==> src/rtl/uartb_pkg.sv <==
// Shared definitions for the burst UART receive path. The transmit core
// decodes the same configuration word, so the field positions live here.
package uartb_pkg;

  typedef enum logic [2:0] {
    IDLE,
    START,
    DATA,
    STOP,
    WAIT_HIGH
  } rx_state_t;

  localparam int MODE_BIT        = 31;  // d[31]: 0 = byte mode, 1 = 32-bit burst
  localparam int DIV_W           = 9;   // prescaler divider width
  localparam int DIV_LSB         = 0;   // divider field position in d
  localparam int BYTES_PER_BURST = 4;

endpackage

==> src/rtl/uartb_rx_tick.sv <==
// Oversample timebase for the receiver.
//   div     : prescaler terminal count; one tick every div+1 clocks
//   restart : zero both counters so mid_bit lands OVS/2 ticks later
//   tick    : one-clock oversample strobe
//   mid_bit : tick that falls in the middle of a bit cell
//   bit_end : tick that closes a bit cell (used as the idle bit-time clock)
module uartb_rx_tick
  import uartb_pkg::*;
#(
  parameter int OVS = 16
) (
  input  logic             clk,
  input  logic             rst_n,
  input  logic [DIV_W-1:0] div,
  input  logic             restart,
  output logic             tick,
  output logic             mid_bit,
  output logic             bit_end
);

  localparam int OW = $clog2(OVS);

  logic [DIV_W-1:0] pcnt;
  logic [OW-1:0]    ocnt;

  assign tick    = (pcnt == div);
  // ocnt holds the number of ticks already seen in this cell, so the
  // OVS/2-th tick is the one where ocnt reads OVS/2-1.
  assign mid_bit = tick && (ocnt == OW'(OVS/2 - 1));
  assign bit_end = tick && (ocnt == OW'(OVS - 1));

  always_ff @(posedge clk or negedge rst_n) begin
    if (!rst_n) begin
      pcnt <= '0;
      ocnt <= '0;
    end else if (restart) begin
      pcnt <= '0;
      ocnt <= '0;
    end else if (tick) begin
      pcnt <= '0;
      ocnt <= ocnt + 1'b1;  // OVS is a power of two, wraps cleanly
    end else begin
      pcnt <= pcnt + 1'b1;
    end
  end

endmodule

==> src/rtl/uartb_rx_burst.sv <==
// 8N1 receiver with 16x oversampling and optional 4-byte burst assembly.
//   clk, rst_n : system clock, async active-low reset
//   rxd        : serial input (idle high, asynchronous)
//   d, wrbaud  : config write; d[31] mode, d[8:0] divider
//   rd         : CPU read strobe, clears dv/ferr/ovf
//   q          : {24'h0, byte} in mode 0, {b3,b2,b1,b0} in mode 1
//   dv/ferr/ovf: sticky data-valid / framing-or-timeout / overrun flags
//   busy       : frame in flight or partial burst held
module uartb_rx_burst
  import uartb_pkg::*;
#(
  parameter logic [DIV_W-1:0] DIV_RST      = 9'd7,
  parameter int               OVS          = 16,
  parameter int               TIMEOUT_BITS = 20
) (
  input  logic        clk,
  input  logic        rst_n,
  input  logic        rxd,
  input  logic [31:0] d,
  input  logic        wrbaud,
  input  logic        rd,
  output logic [31:0] q,
  output logic        dv,
  output logic        ferr,
  output logic        ovf,
  output logic        busy
);

  localparam int CNT_W = $clog2(BYTES_PER_BURST);
  localparam int TO_W  = $clog2(TIMEOUT_BITS + 1);

  rx_state_t state, nstate;

  logic             rx_s1, rx_s2, rx_s2_d, fall;
  logic             mode;
  logic [DIV_W-1:0] div, div_run;
  logic             tick, mid_bit, bit_end;
  logic             restart, accept, frame_err, tout, complete;
  logic [2:0]       bitcnt;
  logic [7:0]       shreg;
  logic             wh_ok;
  logic [CNT_W-1:0] cnt;
  logic [TO_W-1:0]  tcnt;
  logic [BYTES_PER_BURST-1:0][7:0] asm_q, word_b;
  logic [31:0]      word;
  logic             unused_d;

  assign unused_d = ^d[MODE_BIT-1:DIV_LSB+DIV_W];

  // Two-flop synchroniser plus one history flop for edge detection.
  always_ff @(posedge clk or negedge rst_n) begin
    if (!rst_n) {rx_s1, rx_s2, rx_s2_d} <= 3'b111;
    else        {rx_s1, rx_s2, rx_s2_d} <= {rxd, rx_s1, rx_s2};
  end
  assign fall = rx_s2_d & ~rx_s2;

  // div_run is captured at the start edge so a frame in flight keeps the
  // divider it started with even if wrbaud lands mid-frame.
  always_ff @(posedge clk or negedge rst_n) begin
    if (!rst_n) begin
      mode    <= 1'b0;
      div     <= DIV_RST;
      div_run <= DIV_RST;
    end else begin
      if (wrbaud) begin
        mode <= d[MODE_BIT];
        div  <= d[DIV_LSB +: DIV_W];
      end
      if (restart) div_run <= div;
    end
  end

  uartb_rx_tick #(.OVS(OVS)) u_tick (
    .clk     (clk),
    .rst_n   (rst_n),
    .div     (div_run),
    .restart (restart),
    .tick    (tick),
    .mid_bit (mid_bit),
    .bit_end (bit_end)
  );

  always_ff @(posedge clk or negedge rst_n) begin
    if (!rst_n) state <= IDLE;
    else        state <= nstate;
  end

  always_comb begin
    nstate    = state;
    restart   = 1'b0;
    accept    = 1'b0;
    frame_err = 1'b0;
    unique case (state)
      IDLE:      if (fall) begin nstate = START; restart = 1'b1; end
      START:     if (mid_bit) nstate = rx_s2 ? IDLE : DATA;
      DATA:      if (mid_bit && bitcnt == 3'd7) nstate = STOP;
      STOP:
        if (mid_bit) begin
          if (rx_s2) begin accept = 1'b1; nstate = IDLE; end
          else begin frame_err = 1'b1; nstate = WAIT_HIGH; end
        end
      // Leave only after the line has been high across a whole tick, so a
      // break never looks like a new start edge.
      WAIT_HIGH: if (tick && rx_s2 && wh_ok) nstate = IDLE;
      default:   nstate = IDLE;
    endcase
  end

  always_ff @(posedge clk or negedge rst_n) begin
    if (!rst_n) begin
      bitcnt <= '0;
      shreg  <= '0;
      wh_ok  <= 1'b0;
    end else begin
      if (restart) bitcnt <= '0;
      else if (state == DATA && mid_bit) begin
        bitcnt <= bitcnt + 1'b1;
        shreg  <= {rx_s2, shreg[7:1]};  // LSB arrives first
      end
      if (state != WAIT_HIGH || !rx_s2) wh_ok <= 1'b0;
      else if (tick)                    wh_ok <= 1'b1;
    end
  end

  // Burst assembly: the incoming byte is spliced into lane cnt so the
  // completed word is available in the same clock as the last stop bit.
  for (genvar i = 0; i < BYTES_PER_BURST; i++) begin : g_lane
    assign word_b[i] = (cnt == CNT_W'(i)) ? shreg : asm_q[i];
  end

  always_ff @(posedge clk or negedge rst_n) begin
    if (!rst_n) asm_q <= '0;
    else if (accept && mode) begin
      for (int i = 0; i < BYTES_PER_BURST; i++)
        if (cnt == CNT_W'(i)) asm_q[i] <= shreg;
    end
  end

  assign word     = mode ? word_b : {24'h0, shreg};
  assign complete = accept && (!mode || cnt == CNT_W'(BYTES_PER_BURST - 1));
  assign tout     = mode && (cnt != '0) && (state == IDLE) && !fall &&
                    bit_end && (tcnt == TO_W'(TIMEOUT_BITS - 1));

  always_ff @(posedge clk or negedge rst_n) begin
    if (!rst_n) begin
      cnt  <= '0;
      tcnt <= '0;
    end else begin
      if (wrbaud || frame_err || tout) cnt <= '0;
      else if (accept && mode)         cnt <= cnt + 1'b1;  // wraps after lane 3

      if (restart || cnt == '0 || !mode || wrbaud) tcnt <= '0;
      else if (state == IDLE && bit_end)           tcnt <= tcnt + 1'b1;
    end
  end

  // rd clears first; a result or error in the same clock overrides it.
  always_ff @(posedge clk or negedge rst_n) begin
    if (!rst_n) begin
      q    <= '0;
      dv   <= 1'b0;
      ferr <= 1'b0;
      ovf  <= 1'b0;
    end else begin
      if (rd) begin
        dv   <= 1'b0;
        ferr <= 1'b0;
        ovf  <= 1'b0;
      end
      if (complete) begin
        if (dv && !rd) ovf <= 1'b1;
        else begin
          q  <= word;
          dv <= 1'b1;
        end
      end
      if (frame_err || tout) ferr <= 1'b1;
    end
  end

  assign busy = (state != IDLE) || (cnt != '0);

endmodule
==> config.mk <==
export PLATFORM = sky130hd
export DESIGN_NAME = uartb_rx_burst
export DESIGN_NICKNAME = d
export VERILOG_FILES = /design/src/rtl/uartb_pkg.sv /design/src/rtl/uartb_rx_tick.sv /design/src/rtl/uartb_rx_burst.sv
export SDC_FILE = /design/constraint.sdc
export NUM_CORES = 1
export LEC_CHECK = 0
export CAP_MARGIN = 20
export CORE_UTILIZATION = 55
export CTS_CLUSTER_DIAMETER = 50
export CTS_CLUSTER_SIZE = 24
export DETAILED_ROUTE_END_ITERATION = 8
export PLACE_DENSITY = 0.91
export SKIP_LAST_GASP = 1
export SLEW_MARGIN = 20
export SYNTH_ARGS = -nofsm -noshare
export SYNTH_HDL_FRONTEND = slang
export SYNTH_HIERARCHICAL = 1
export SYNTH_SLANG_ARGS = --single-unit
==> constraint.sdc <==
create_clock -name clk -period 3.4 [get_ports clk]
set_input_delay 0.51 -clock clk [delete_from_list [all_inputs] [get_ports clk]]
set_output_delay 0.51 -clock clk [all_outputs]
set_load 0.01 [all_outputs]
Word level (Yosys, flattened, before mapping):

Cells that the tools add are included.

* register bits after elaboration: 124
* bits of input ports: 37
* output and inout bits: 36
* word-level logic and storage cells: 131

* add/sub/neg operators: 5
* equality and inequality tests: 18
* mux-type cells: 41
* bitwise logic cells: 4
* reductions and logical operators: 41

Operator list (number)
* two-way mux 32 bit: 1
* two-way mux 8 bit: 4
* two-way mux 3 bit: 8
* two-way mux 1 bit: 18
* two-way mux 9 bit: 2
* logical AND 1 bit: 15
* one-hot mux 3 bit (5 select lines): 1
* nonzero test 2 bit: 7
* two-way mux 5 bit: 2
* inequality test 2 bit (second input constant): 5
* adder 9 x 1 -> 9 bit (second input constant): 1
* equality test 9 bit: 1
* logical OR 1 bit: 9
* two-way mux 4 bit: 2
* equality test 3 x 2 -> 1 bit (second input constant): 2
* equality test 3 bit (second input constant): 2
* two-way mux 2 bit: 3
* adder 5 x 1 -> 5 bit (second input constant): 1
* equality test 5 bit (second input constant): 1
* AND reduction 5 bit: 1
* adder 4 x 1 -> 4 bit (second input constant): 1
* equality test 2 bit (second input constant): 2
* equality test 4 x 3 -> 1 bit (second input constant): 1
* equality test 4 bit (second input constant): 1
* 12 further kinds: 18

Longest topological paths before layout:

* depth after elaboration: 8
* mapped depth: 9
* gate-level depth less buffers: 8

By module:

Netlist, hierarchy kept.

By module, submodules not included
* uartb_rx_burst: instances 1, cells an instance 407, area an instance 4832.1 µm², seq. area each 2788.9 µm²
* uartb_rx_tick: instances 1, cells an instance 76, area an instance 812.0 µm², seq. area each 325.3 µm²

Worst setup path after synthesis:

OpenSTA, ideal clock, no wires.

* path type: reg2reg
* from: reg div_run[0]
* to: reg asm_q[10] (netlist bit)
* library setup time: 0.125 ns
* arrival time: 2.441 ns
* required time: 3.275 ns
* slack: 0.835 ns
* stages on the path, launching flop included: 9
* buffers on the path: 0
* period minus slack after synthesis: 2.565 ns
* cell sequence: dfstp_2 xnor2_2 nand3_2 nor3_4 and4b_1 nand3_1 nor3_4 nand2_2 mux2_2

* longest elaborated chain between the ends: 5

Ends and longest elaborated chain
* start: declaration: RTL line uartb_rx_burst.sv:36 `logic [DIV_W-1:0] div, div_run;`
* start signal: assignment: RTL line uartb_rx_burst.sv:69 `if (restart) div_run <= div;`
* equality test 9 bit: RTL line uartb_rx_tick.sv:26 `assign tick = (pcnt == div);`
* net tick: RTL line uartb_rx_burst.sv:37 `logic tick, mid_bit, bit_end;`
* logical AND 1 bit: RTL line uartb_rx_tick.sv:29 `assign mid_bit = tick && (ocnt == OW'(OVS/2 - 1));`
* net mid_bit: RTL line uartb_rx_burst.sv:37
* two-way mux 1 bit: RTL line uartb_rx_burst.sv:98 `if (mid_bit) begin`
* two-way mux 1 bit: RTL line uartb_rx_burst.sv:93 `unique case (state)`
* logical AND 1 bit: RTL line uartb_rx_burst.sv:133 `else if (accept && mode) begin`
* end signal: indexed assignment: RTL line uartb_rx_burst.sv:135 `if (cnt == CNT_W'(i)) asm_q[i] <= shreg;`
* end: declaration: RTL line uartb_rx_burst.sv:44 `logic [BYTES_PER_BURST-1:0][7:0] asm_q, word_b;`

The timed path passes the listed nets, and every way through them passes these cells.
A chain may end at the register's enable or synchronous reset.

Worst setup path in the final report:

* from: reg div_run[0]
* to: reg asm_q[12] (netlist bit)

Same word-level chain as after synthesis.

==> results by group <==
Outcome
  • Outcome: finished, final reports clean

Worst setup path
  • Critical Path RT: 3800 ps
  • RR Startpoint: div_run[0]$_DFFE_PN1P_
  • Worst-path cell chain: xnor2_2 -> nand3_2 -> nor3_4 -> and4b_1 -> nand3_1 -> nor3_4 -> nand2_2 -> mux2_2
  • Buf/Inv on CP: 0
  • CP delay by family, top: simple AND/OR/NAND/NOR gates
  • CP Capture Type: register
  • CP Launch Point: div_run[0]$_DFFE_PN1P_
  • Crit path arrival time: 3480 ps
  • R2R Path End: asm_q[12]$_DFFE_PN0P_
  • Critical setup path kind: reg -> reg
  • Crit path top cell by count: nor3_4
  • Worst stage delay on the critical path: 550 ps
  • Critical-path top delay cell: dfstp_2
  • Critical Path Start Type: register
  • Worst-path maximum fanout: 8
  • R2r setup slk: 310 ps
  • R2R cell count: 8

Power and ir drop
  • Comb pwr share: 10.8%
  • Maximum vdd drop: 0.000439 V
  • Leak pwr: 3.03 nW
  • Total power: 3.74 mW
  • Sequential share of power: 45.5%
  • Sw Ratio: 26.0%
  • Pwr dens: 548 nW/um^2
  • Internal: 2.77 mW
  • Clk pwr share: 43.7%
  • Net load switching power: 0.971 mW

Logic synthesis
  • Synth cell types: 42
  • Most used DFF post-synth: dfrtp_1
  • Top cell type's share of synthesized area: 51.0%
  • Async set-reset flop share out of synthesis: 100%
  • Synthesis Warnings: 6
  • Synth top area cells: dfrtp_1 51%, mux2_2 15%, dfstp_2 4.2%
  • Synth Net Count: 529
  • Area of the mapped netlist: 5640 um^2
  • Synth Instances: 483
  • Yosys reg bits: 124
  • Register area share after synthesis: 55.2%
  • Synth area leader: dfrtp_1
  • Post-synth EDFFs: 0
  • Syn Area/Cell: 11.7 um^2

Timing
  • Hold Vio Cnt, Final: 0
  • Worst hold slack: 53.3 ps
  • Final slew viol count: 0
  • Worst-margin pin slew: 934 ps
  • Final setup margin: 314 ps
  • Fmax: 324 MHz
  • Max-Slew Margin vs Limit: 37.7%
  • Setup violators final: 0
  • Tcrit/Tclk final: 90.8%
  • Setup TNS: 0 ps
  • Layout Skew: 11.1 ps
  • Min cycle time layout: 3090 ps
  • RSZ-0062 raised after global routing: no

Final layout
  • Most frequent cells in the layout: 115 x dfrtp_1, 74 x mux2_2, 49 x clkdlybuf4s50_1
  • Nets: 581
  • Commonest non-fill, non-tap cell in the layout: dfrtp_1
  • Layout cells sized above 1: 26.1%
  • Area grow syn2layout: 20.8%
  • Post-route design area: 6820 um^2
  • ANT cells: 0

Route
  • Initial detailed-routing violation count: 185
  • WL final: 11.6 mm
  • Final antenna-violating net count: 0
  • WL/cell: 17.1 um
  • Post-DR vias/cell: 5.65
  • Drt pass-1 iters: 4
  • Vias: 3841
  • DRC Markers: 0

Floorplanning
  • Die Ht: 103 um
  • IO Pins: 73
  • FP Rows: 36
  • Die width: 103 um
  • Core area: 9860 um^2
  • Die area: 10700 um^2
  • Starting Density: 57.2%

Clock network
  • Sink Count: 124
  • Clock latency on the worst-skew pair: 520 ps
  • CTS buffer count: 17
  • CTS Hold Bufs: 0
  • Post CTS Setup Buffer Count: 0
  • Clock buffer depth: 2
  • CTS tree: built
  • Max H-tree Level: 4
  • CTS-repair resized insts: 0
  • Clock slew at reported path FFs: 60 ps
  • Root Driver: clkbuf_8

Min path
  • Min-delay worst type: in -> async

Global routing
  • Total grt overflow: 0
  • GR Util All Layers: 24.4%
  • Global-route wire length before repair: 19.2 mm
  • Vias in the first global route: 3963
  • Largest net degree at the start of global routing: 65
  • Initial antenna violation count: 0

Place
  • Placed cell area: 6280 um^2
  • Hpwl dp: 7.43 mm
  • Place WS: 331 ps
  • Port Buffers: 50
  • Final Wtd Congestion: 0.773

Flow run
  • Max-cap viol count: 0
## final cells by class
cell class              instances  area (um^2)
multi-input cells             303         2310
flip-flops and latches        124         3110
clock buffers                  19          442
inverters                      31          116
fillers                       637         3050
repair buffers                 58          571
clock inverters                12         98.8
well taps                     133          166
## cells by family (layout without fill, tap and decap cells)
group	after synthesis	after routing	share of synthesized area [%]
adder cells (fa/ha/maj)	9	9	2.00
AND/OR/NAND/NOR	141	141	13.4
buffers and inverters	56	120	3.90
AO/OA/AOI/OAI	43	43	4.34
XOR/XNOR	21	21	3.66
multiplexers	89	89	17.6
flip-flops	124	124	55.2
## worst max-delay path by stage
| stage | end | slack [ps] | depth (start not counted) |
|---|---|---|---|
| global placement | asm_q[19]$_DFFE_PN0P_ | 550 | 8 |
| floorplan | asm_q[10]$_DFFE_PN0P_ | 830 | 8 |
| global route | asm_q[10]$_DFFE_PN0P_ | 200 | 8 |
| detailed placement | asm_q[12]$_DFFE_PN0P_ | 330 | 8 |
| finish | asm_q[12]$_DFFE_PN0P_ | 310 | 8 |
| CTS | asm_q[12]$_DFFE_PN0P_ | 320 | 8 |
## sequential cells by signal, indices dropped and copies added (netlist names), 2 cells and up
register     count
q               32
shreg            8
div_run          9
bitcnt           3
div              9
u_tick/pcnt      9
tcnt             5
cnt              2
state            3
u_tick/ocnt      4
asm_q           32
## metrics by stage
stage,cells,utilization [%]
3_3_place_gp,649,63.6
4_1_cts,680,69.1
2_1_floorplan,483,-
3_5_place_dp,649,63.6
6_report,680,69.1
5_1_grt,680,69.1
## cells in the mapped netlist (all sizes together), types with 2 or more instances
cell      n
a21oi     9
buf      18
clkbuf    7
dfrtp   115
dfstp     9
ha        9
inv      31
mux2     77
mux2i    12
nand2    42
nand2b    4
nand3    32
nand3b    2
nand4     4
nor2     34
nor2b     5
nor3      6
nor4      5
nor4b     2
o21ai    30
xnor2    16
xor2      5
## power by group through the flow
| stage | Combinational [mW] | Sequential (mW) | Clock (mW) |
|---|---|---|---|
| after floorplan | 0.319 | 1.69 | 0 |
| after global placement | 0.386 | 1.71 | 0 |
| after detailed placement | 0.408 | 1.72 | 0 |
| after CTS | 0.411 | 1.70 | 1.65 |
| after global routing | 0.441 | 1.71 | 1.72 |
| final | 0.404 | 1.70 | 1.63 |
## layer usage
metal	part of all wire [%]	global-route usage [%]	up-vias	wire [um]
met2	53	42.3	139	6100
met5	0	0	-	0
met4	2.8	11.4	0	325
met3	5.0	6.25	30	575
li1	-	-	1748	-
met1	40	28.5	1924	4600
(Power assumes the default switching activity.)
